==> src/rtl/tx_serializer_pkg.sv <==
// Shared types and constants for the console serial transmitter.
package tx_serializer_pkg;

  typedef enum logic [2:0] {
    TX_IDLE,
    TX_START,
    TX_DATA,
    TX_PAR,
    TX_STOP
  } tx_state_t;

  localparam int PAR_NONE = 0;
  localparam int PAR_EVEN = 1;
  localparam int PAR_ODD  = 2;

endpackage

==> src/rtl/tx_serializer_fifo.sv <==
// Character buffer: show-ahead synchronous FIFO with an exact occupancy count.
module sync_fifo
  import tx_serializer_pkg::*;
#(
  parameter int WIDTH = 7,
  parameter int DEPTH = 16
) (
  input  logic                   clk,
  input  logic                   reset,
  input  logic                   push,
  input  logic                   pop,
  input  logic [WIDTH-1:0]       wr_data,
  output logic [WIDTH-1:0]       rd_data,
  output logic                   full,
  output logic                   empty,
  output logic [$clog2(DEPTH):0] count
);

  localparam int AW = $clog2(DEPTH);
  localparam int CW = AW + 1;

  logic [WIDTH-1:0] mem [DEPTH];
  logic [AW-1:0]    wr_ptr;
  logic [AW-1:0]    rd_ptr;
  logic             do_push;
  logic             do_pop;

  assign full    = (count == CW'(DEPTH));
  assign empty   = (count == '0);
  assign do_push = push & ~full;
  assign do_pop  = pop & ~empty;
  assign rd_data = mem[rd_ptr];

  // Storage array; contents need no reset since count gates every read.
  always_ff @(posedge clk) begin
    if (do_push) mem[wr_ptr] <= wr_data;
  end

  // Pointers wrap naturally at DEPTH (power of two); count tracks push/pop.
  always_ff @(posedge clk or posedge reset) begin
    if (reset) begin
      wr_ptr <= '0;
      rd_ptr <= '0;
      count  <= '0;
    end else begin
      if (do_push) wr_ptr <= wr_ptr + 1'b1;
      if (do_pop)  rd_ptr <= rd_ptr + 1'b1;
      case ({do_push, do_pop})
        2'b10:   count <= count + 1'b1;
        2'b01:   count <= count - 1'b1;
        default: count <= count;
      endcase
    end
  end

endmodule

==> src/rtl/tx_serializer.sv <==
// Buffered console transmitter: FIFO-fed framer producing start, LSB-first data,
// optional parity and stop bits on an idle-high registered serial line.
module tx_serializer
  import tx_serializer_pkg::*;
#(
  parameter int DATA_BITS    = 7,
  parameter int FIFO_DEPTH   = 16,
  parameter int CLKS_PER_BIT = 1,
  parameter int STOP_BITS    = 1,
  parameter int PARITY       = 0
) (
  input  logic                        clk,
  input  logic                        reset,
  input  logic [DATA_BITS-1:0]        wr_data,
  input  logic                        wr_en,
  input  logic                        clr_err,
  output logic                        full,
  output logic                        empty,
  output logic [$clog2(FIFO_DEPTH):0] count,
  output logic                        overflow,
  output logic                        busy,
  output logic                        tx
);

  localparam int TW = (CLKS_PER_BIT > 1) ? $clog2(CLKS_PER_BIT) : 1;
  localparam int BW = $clog2(DATA_BITS);

  tx_state_t            state, state_n;
  logic [TW-1:0]        timer, timer_n;
  logic [DATA_BITS-1:0] shreg, shreg_n;
  logic [DATA_BITS-1:0] fifo_data;
  logic [BW-1:0]        bit_cnt, bit_cnt_n;
  logic                 stop_cnt, stop_cnt_n;
  logic                 par_bit, par_bit_n;
  logic                 tx_n;
  logic                 pop;
  logic                 bit_end;

  assign bit_end = (timer == TW'(CLKS_PER_BIT - 1));
  assign busy    = (state != TX_IDLE);

  sync_fifo #(
    .WIDTH (DATA_BITS),
    .DEPTH (FIFO_DEPTH)
  ) u_fifo (
    .clk     (clk),
    .reset   (reset),
    .push    (wr_en & ~full),
    .pop     (pop),
    .wr_data (wr_data),
    .rd_data (fifo_data),
    .full    (full),
    .empty   (empty),
    .count   (count)
  );

  // Sticky overflow: a dropped write wins over a same-cycle clear.
  always_ff @(posedge clk or posedge reset) begin
    if (reset)              overflow <= 1'b0;
    else if (wr_en && full) overflow <= 1'b1;
    else if (clr_err)       overflow <= 1'b0;
  end

  // Framer state, bit timer, shift register and registered line output.
  always_ff @(posedge clk or posedge reset) begin
    if (reset) begin
      state    <= TX_IDLE;
      timer    <= '0;
      shreg    <= '0;
      bit_cnt  <= '0;
      stop_cnt <= 1'b0;
      par_bit  <= 1'b0;
      tx       <= 1'b1;
    end else begin
      state    <= state_n;
      timer    <= timer_n;
      shreg    <= shreg_n;
      bit_cnt  <= bit_cnt_n;
      stop_cnt <= stop_cnt_n;
      par_bit  <= par_bit_n;
      tx       <= tx_n;
    end
  end

  // Next-state logic; tx_n is the level for the bit entered on the next edge.
  // Loading a new character is shared by IDLE and the last stop bit so that
  // back-to-back frames start with no idle bit between them.
  always_comb begin
    state_n    = state;
    timer_n    = timer;
    shreg_n    = shreg;
    bit_cnt_n  = bit_cnt;
    stop_cnt_n = stop_cnt;
    par_bit_n  = par_bit;
    tx_n       = tx;
    pop        = 1'b0;

    if (state != TX_IDLE) timer_n = bit_end ? '0 : timer + 1'b1;

    case (state)
      TX_IDLE: begin
        timer_n = '0;
        tx_n    = 1'b1;
        if (!empty) pop = 1'b1;
      end
      TX_START: begin
        if (bit_end) begin
          state_n   = TX_DATA;
          bit_cnt_n = '0;
          tx_n      = shreg[0];
        end
      end
      TX_DATA: begin
        if (bit_end) begin
          if (bit_cnt == BW'(DATA_BITS - 1)) begin
            if (PARITY != PAR_NONE) begin
              state_n = TX_PAR;
              tx_n    = par_bit;
            end else begin
              state_n    = TX_STOP;
              stop_cnt_n = 1'b0;
              tx_n       = 1'b1;
            end
          end else begin
            shreg_n   = shreg >> 1;
            tx_n      = shreg[1];
            bit_cnt_n = bit_cnt + 1'b1;
          end
        end
      end
      TX_PAR: begin
        if (bit_end) begin
          state_n    = TX_STOP;
          stop_cnt_n = 1'b0;
          tx_n       = 1'b1;
        end
      end
      TX_STOP: begin
        if (bit_end) begin
          if (stop_cnt == 1'(STOP_BITS - 1)) begin
            if (!empty) begin
              pop = 1'b1;
            end else begin
              state_n = TX_IDLE;
              tx_n    = 1'b1;
            end
          end else begin
            stop_cnt_n = 1'b1;
          end
        end
      end
      default: begin
        state_n = TX_IDLE;
        tx_n    = 1'b1;
      end
    endcase

    if (pop) begin
      shreg_n   = fifo_data;
      par_bit_n = (^fifo_data) ^ (PARITY == PAR_ODD);
      state_n   = TX_START;
      timer_n   = '0;
      tx_n      = 1'b0;
    end
  end

endmodule
==> config.mk <==
export PLATFORM = sky130hd
export DESIGN_NAME = tx_serializer
export DESIGN_NICKNAME = d
export VERILOG_FILES = /design/src/rtl/tx_serializer_pkg.sv /design/src/rtl/tx_serializer_fifo.sv /design/src/rtl/tx_serializer.sv
export SDC_FILE = /design/constraint.sdc
export NUM_CORES = 1
export LEC_CHECK = 0
export BUFFER_PORTS_ARGS = -buffer_cell sky130_fd_sc_hd__buf_2
export CORE_ASPECT_RATIO = 0.6
export CORE_MARGIN = 1.5
export CORE_UTILIZATION = 55
export CTS_BUF_LIST = sky130_fd_sc_hd__clkbuf_8
export CTS_CLUSTER_SIZE = 24
export DETAILED_ROUTE_END_ITERATION = 6
export HOLD_SLACK_MARGIN = 0.12
export PLACE_DENSITY = 0.72
export SLEW_MARGIN = 20
export SYNTH_ARGS = -nofsm -noshare
export SYNTH_HDL_FRONTEND = slang
export SYNTH_SLANG_ARGS = --single-unit
==> constraint.sdc <==
create_clock -name clk -period 3.5 [get_ports clk]
set_input_delay 0 -clock clk [delete_from_list [all_inputs] [get_ports clk]]
set_output_delay 0 -clock clk [all_outputs]
set_load 0.1 [all_outputs]
==> out/qor.log <==
qor: status.run_status finished clean
qor: global_routing.grt_start_max_net_pins 31
qor: power_and_ir_drop.irDropWorstVdd 0.633 mV
qor: worst_setup_path.critPathBufInv 1
qor: yosys.synth-async-reset-ratio 20.0%
qor: timing.fin_skew 0.0108 ns
qor: power_and_ir_drop.power-per-cell-area 856 mW/mm2
qor: placement.dp.final_hpwl 7.33 mm
qor: global_routing.track_usage 22.4%
qor: floorplan.design.core.area 0.0101 mm2
qor: clock_network.h-tree-depth 4
qor: global_routing.grt_pass1_vias 3035
qor: worst_setup_path.worst_r2r_startpoint u_fifo.count[0]
qor: timing.grt_setup_unrepaired no
qor: yosys.ys_ff_latch 140
qor: drt.remaining_routing_drc_violations 0
qor: global_routing.initial_antenna_violation_count 0
qor: worst_setup_path.cp_data_arrival_time 3.32 ns
qor: clock_network.post_cts_gate_resize_count 0
qor: worst_setup_path.critical-path-top-delay-family simple AND/OR/NAND/NOR gates
qor: cells_and_area.register_area 0.00407 mm2
qor: worst_setup_path.critical_path.max_stage_delay 0.60 ns
qor: timing.fmax 333 MHz
qor: timing.relSlewSlack 39.2%
qor: yosys.synthesis.yosys.warnings 0
qor: worst_setup_path.crit_type register to register
qor: worst_setup_path.worstSetupPathDepth 10
qor: clock_network.numCtsBuffers 17
qor: drt.drt_pre_antenna_iters 4
qor: run.max_cap_violations 0
qor: worst_setup_path.path_common_cell ha_1
qor: global_routing.grt_pass1_wl 17.4 mm
qor: worst_setup_path.cp.required 3.81 ns
qor: worst_setup_path.worst_setup_path_end_kind register
qor: floorplan.die_width 136 um
qor: yosys.synth.lib_cells_used.distinct 45
qor: timing.hold_violations 0
qor: power_and_ir_drop.p_leak 2.31 nW
qor: drt.wire_per_inst 21.6 um
qor: min_path.timing.hold.worst.class primary input to asynchronous set/reset pin
qor: yosys.synth_top_cell_area_share 58.0%
qor: clock_network.clk_transition_reported_paths 0.07 ns
qor: yosys.dominantRegCellSynth edfxtp_1
qor: power_and_ir_drop.cell_internal_pwr 3.44 mW
qor: worst_setup_path.crit_chain or4_4 > o21ai_4 > inv_2 > ha_1 > xor2_1 > ha_1 > and3b_1 > o21ai_0 > a31oi_1 > xnor2_1
qor: power_and_ir_drop.p_sw 2.08 mW
qor: worst_setup_path.critical-path-slowest-cell or4_4
qor: yosys.synthesis.nets 349
qor: floorplan.rows 28
qor: cells_and_area.area_growth_syn_to_layout 11.0%
qor: yosys.number_of_instances_in_the_synthesized_netlist 328
qor: drt.vias 2948
qor: yosys.synth-edff-count 112
qor: power_and_ir_drop.combPwrFrac 37.6%
qor: cells_and_area.final_nets 387
qor: yosys.netlist.top_cell.by_area edfxtp_1
qor: clock_network.total_clock_sinks 140
qor: yosys.post_synth_instance_area 0.00580 mm2
qor: drt.vias_per_cell 5.76
qor: clock_network.cts_tree yes
qor: cells_and_area.drive_gt1_share 24.4%
qor: worst_setup_path.worstSetupStartpointType register
qor: power_and_ir_drop.share_clk_of_total_power 19.7%
qor: drt.route.antenna.remaining_nets 0
qor: floorplan.die_h 82.6 um
qor: yosys.synth_seq_area_share 70.1%
qor: clock_network.clk-insertion-delay-late 0.42 ns
qor: worst_setup_path.reg2reg_depth 10
qor: timing.setup_violations 0
qor: timing.period_share 85.8%
qor: global_routing.grt.overflow.total 0
qor: power_and_ir_drop.seq_power_share 42.7%
qor: cells_and_area.multi_input_area 0.00160 mm2
qor: clock_network.cts_root_buffer clkbuf_8
qor: timing.timing.final.crit_period 3.00 ns
qor: timing.transition_time_at_the_pin_with_the_least_slew_margin 0.908 ns
qor: cells_and_area.layout.filler_cells 699
qor: yosys.synth_area_per_cell 17.7 um2
qor: timing.hold-worst-slack 0.194 ns
qor: timing.setup_tns 0 ns
qor: floorplan.io_pins 21
qor: yosys.synthTopCellsByArea edfxtp_1 58%, dfrtp_1 12%, mux4_2 11%
qor: placement.port_buffers 20
qor: drt.routed_wl 11.0 mm
qor: timing.finalMaxSlewViolations 0
qor: floorplan.start_util 57.7%
qor: worst_setup_path.cp_max_fo 12
qor: power_and_ir_drop.p_sw_share 37.7%
qor: floorplan.die_outline_area 0.0112 mm2
qor: placement.gp_congestion 0.824
qor: clock_network.clock_path_buffers 2
qor: cells_and_area.n_antenna_cell 0
qor: drt.initialDrtViolationCount 185
qor: worst_setup_path.crit_start u_fifo.count[0]
cell type report:
class                           instances  share of cell area [%]
Clock inverter                         13                    1.38
Multi-Input combinational cell        162                    24.9
Clock buffer                           17                    3.63
Tap cell                              135                    2.62
Inverter                                9                   0.525
Timing Repair Buffer                   36                    3.81
Sequential cell                       140                    63.2
cell families after synthesis:
kind of cell	after synthesis	share of synthesized area (%)
fa+ha+maj	10	2.16
compound gates	38	4.68
mux	46	14.0
simple gates	56	4.90
xor+xnor	12	1.81
flops	140	70.1
buf+inv	26	2.35
tightest hold or removal path, cell delays in order:
cell	delay, ns
dlygate4sd3_1	0.53
buf_2	0.12
inv_2	0.44
synthesized netlist by cell type (5+ instances only):
cell type / count
a211oi_1: 6
nor2_1: 17
mux2i_1: 15
nand2_1: 13
o21bai_1: 6
mux4_2: 28
buf_4: 5
xnor2_1: 8
dfrtp_1: 27
ha_1: 10
edfxtp_1: 112
inv_1: 8
nor3_1: 7
o22ai_1: 7
o21ai_0: 5
placed cells by master, fill, tap and decap left out, drive strengths merged, types with 6 or more instances in the layout:
master       instances
mux2i               15
inv                 12
o21bai               6
clkinv               7
a211oi               6
nor3                 7
o22ai                7
buf                 26
nand2               13
clkbuf              17
ha                  10
dfrtp               27
mux4                28
o21ai                6
nor2                17
dlygate4sd3         10
edfxtp             112
xnor2                8
stage by stage:
step | utilization (%) | power (mW) | cells | setup slack [ns] | area (um2)
6_report | 64.0 | 5.51 | 512 | 0.497 | 6440
5_1_grt | 64.0 | 5.81 | 512 | 0.298 | 6440
4_1_cts | 64.0 | 5.55 | 512 | 0.490 | 6440
3_5_place_dp | 59.8 | 4.46 | 472 | 0.496 | 6010
3_3_place_gp | 59.8 | 4.39 | 472 | 0.603 | 6010
2_1_floorplan | - | 4.02 | 328 | 0.161 | 5800
worst paths after layout:
check / end / slack, ns
worst max-delay path: u_fifo.count[4] / 0.50
worst min-delay path: bit_cnt[2] / 0.19
min in group clk: overflow / 0.40
worst max register to register: u_fifo.count[4] / 0.50
max in group asynchronous: u_fifo.rd_ptr[2] / 2.87
worst min register to register: bit_cnt[0] / 0.50
power groups by stage:
stage	sequential [mW]	clock (mW)	combinational [mW]
2_1_floorplan	2.52	0	1.49
3_5_place_dp	2.39	0	2.07
3_3_place_gp	2.37	0	2.03
5_1_grt	2.40	1.18	2.23
4_1_cts	2.35	1.11	2.08
6_report	2.35	1.09	2.07
sequential cells by signal (all words and copies together), names as in the netlist:
register       count
bit_cnt            3
u_fifo.wr_ptr      4
tx                 1
state              3
u_fifo.rd_ptr      4
u_fifo.count       5
overflow           1
u_fifo.mem       112
shreg              7
routing by layer:
layer / GRT usage [%] / part of all wire, % / vias up
li1: - / - / 1351
met1: 32.7 / 48 / 1491
met2: 31.2 / 42 / 93
met3: 7.69 / 7.8 / 13
met4: 8.92 / 1.4 / 0
met5: 0 / 0 / -
what timing repair did:
action / CTS / global route
hold buffers: 10 / 0
hold endpoints to repair: 143 / 0
buffers inserted: 0 / 0
Note: power is estimated with default switching activity, not from simulation.
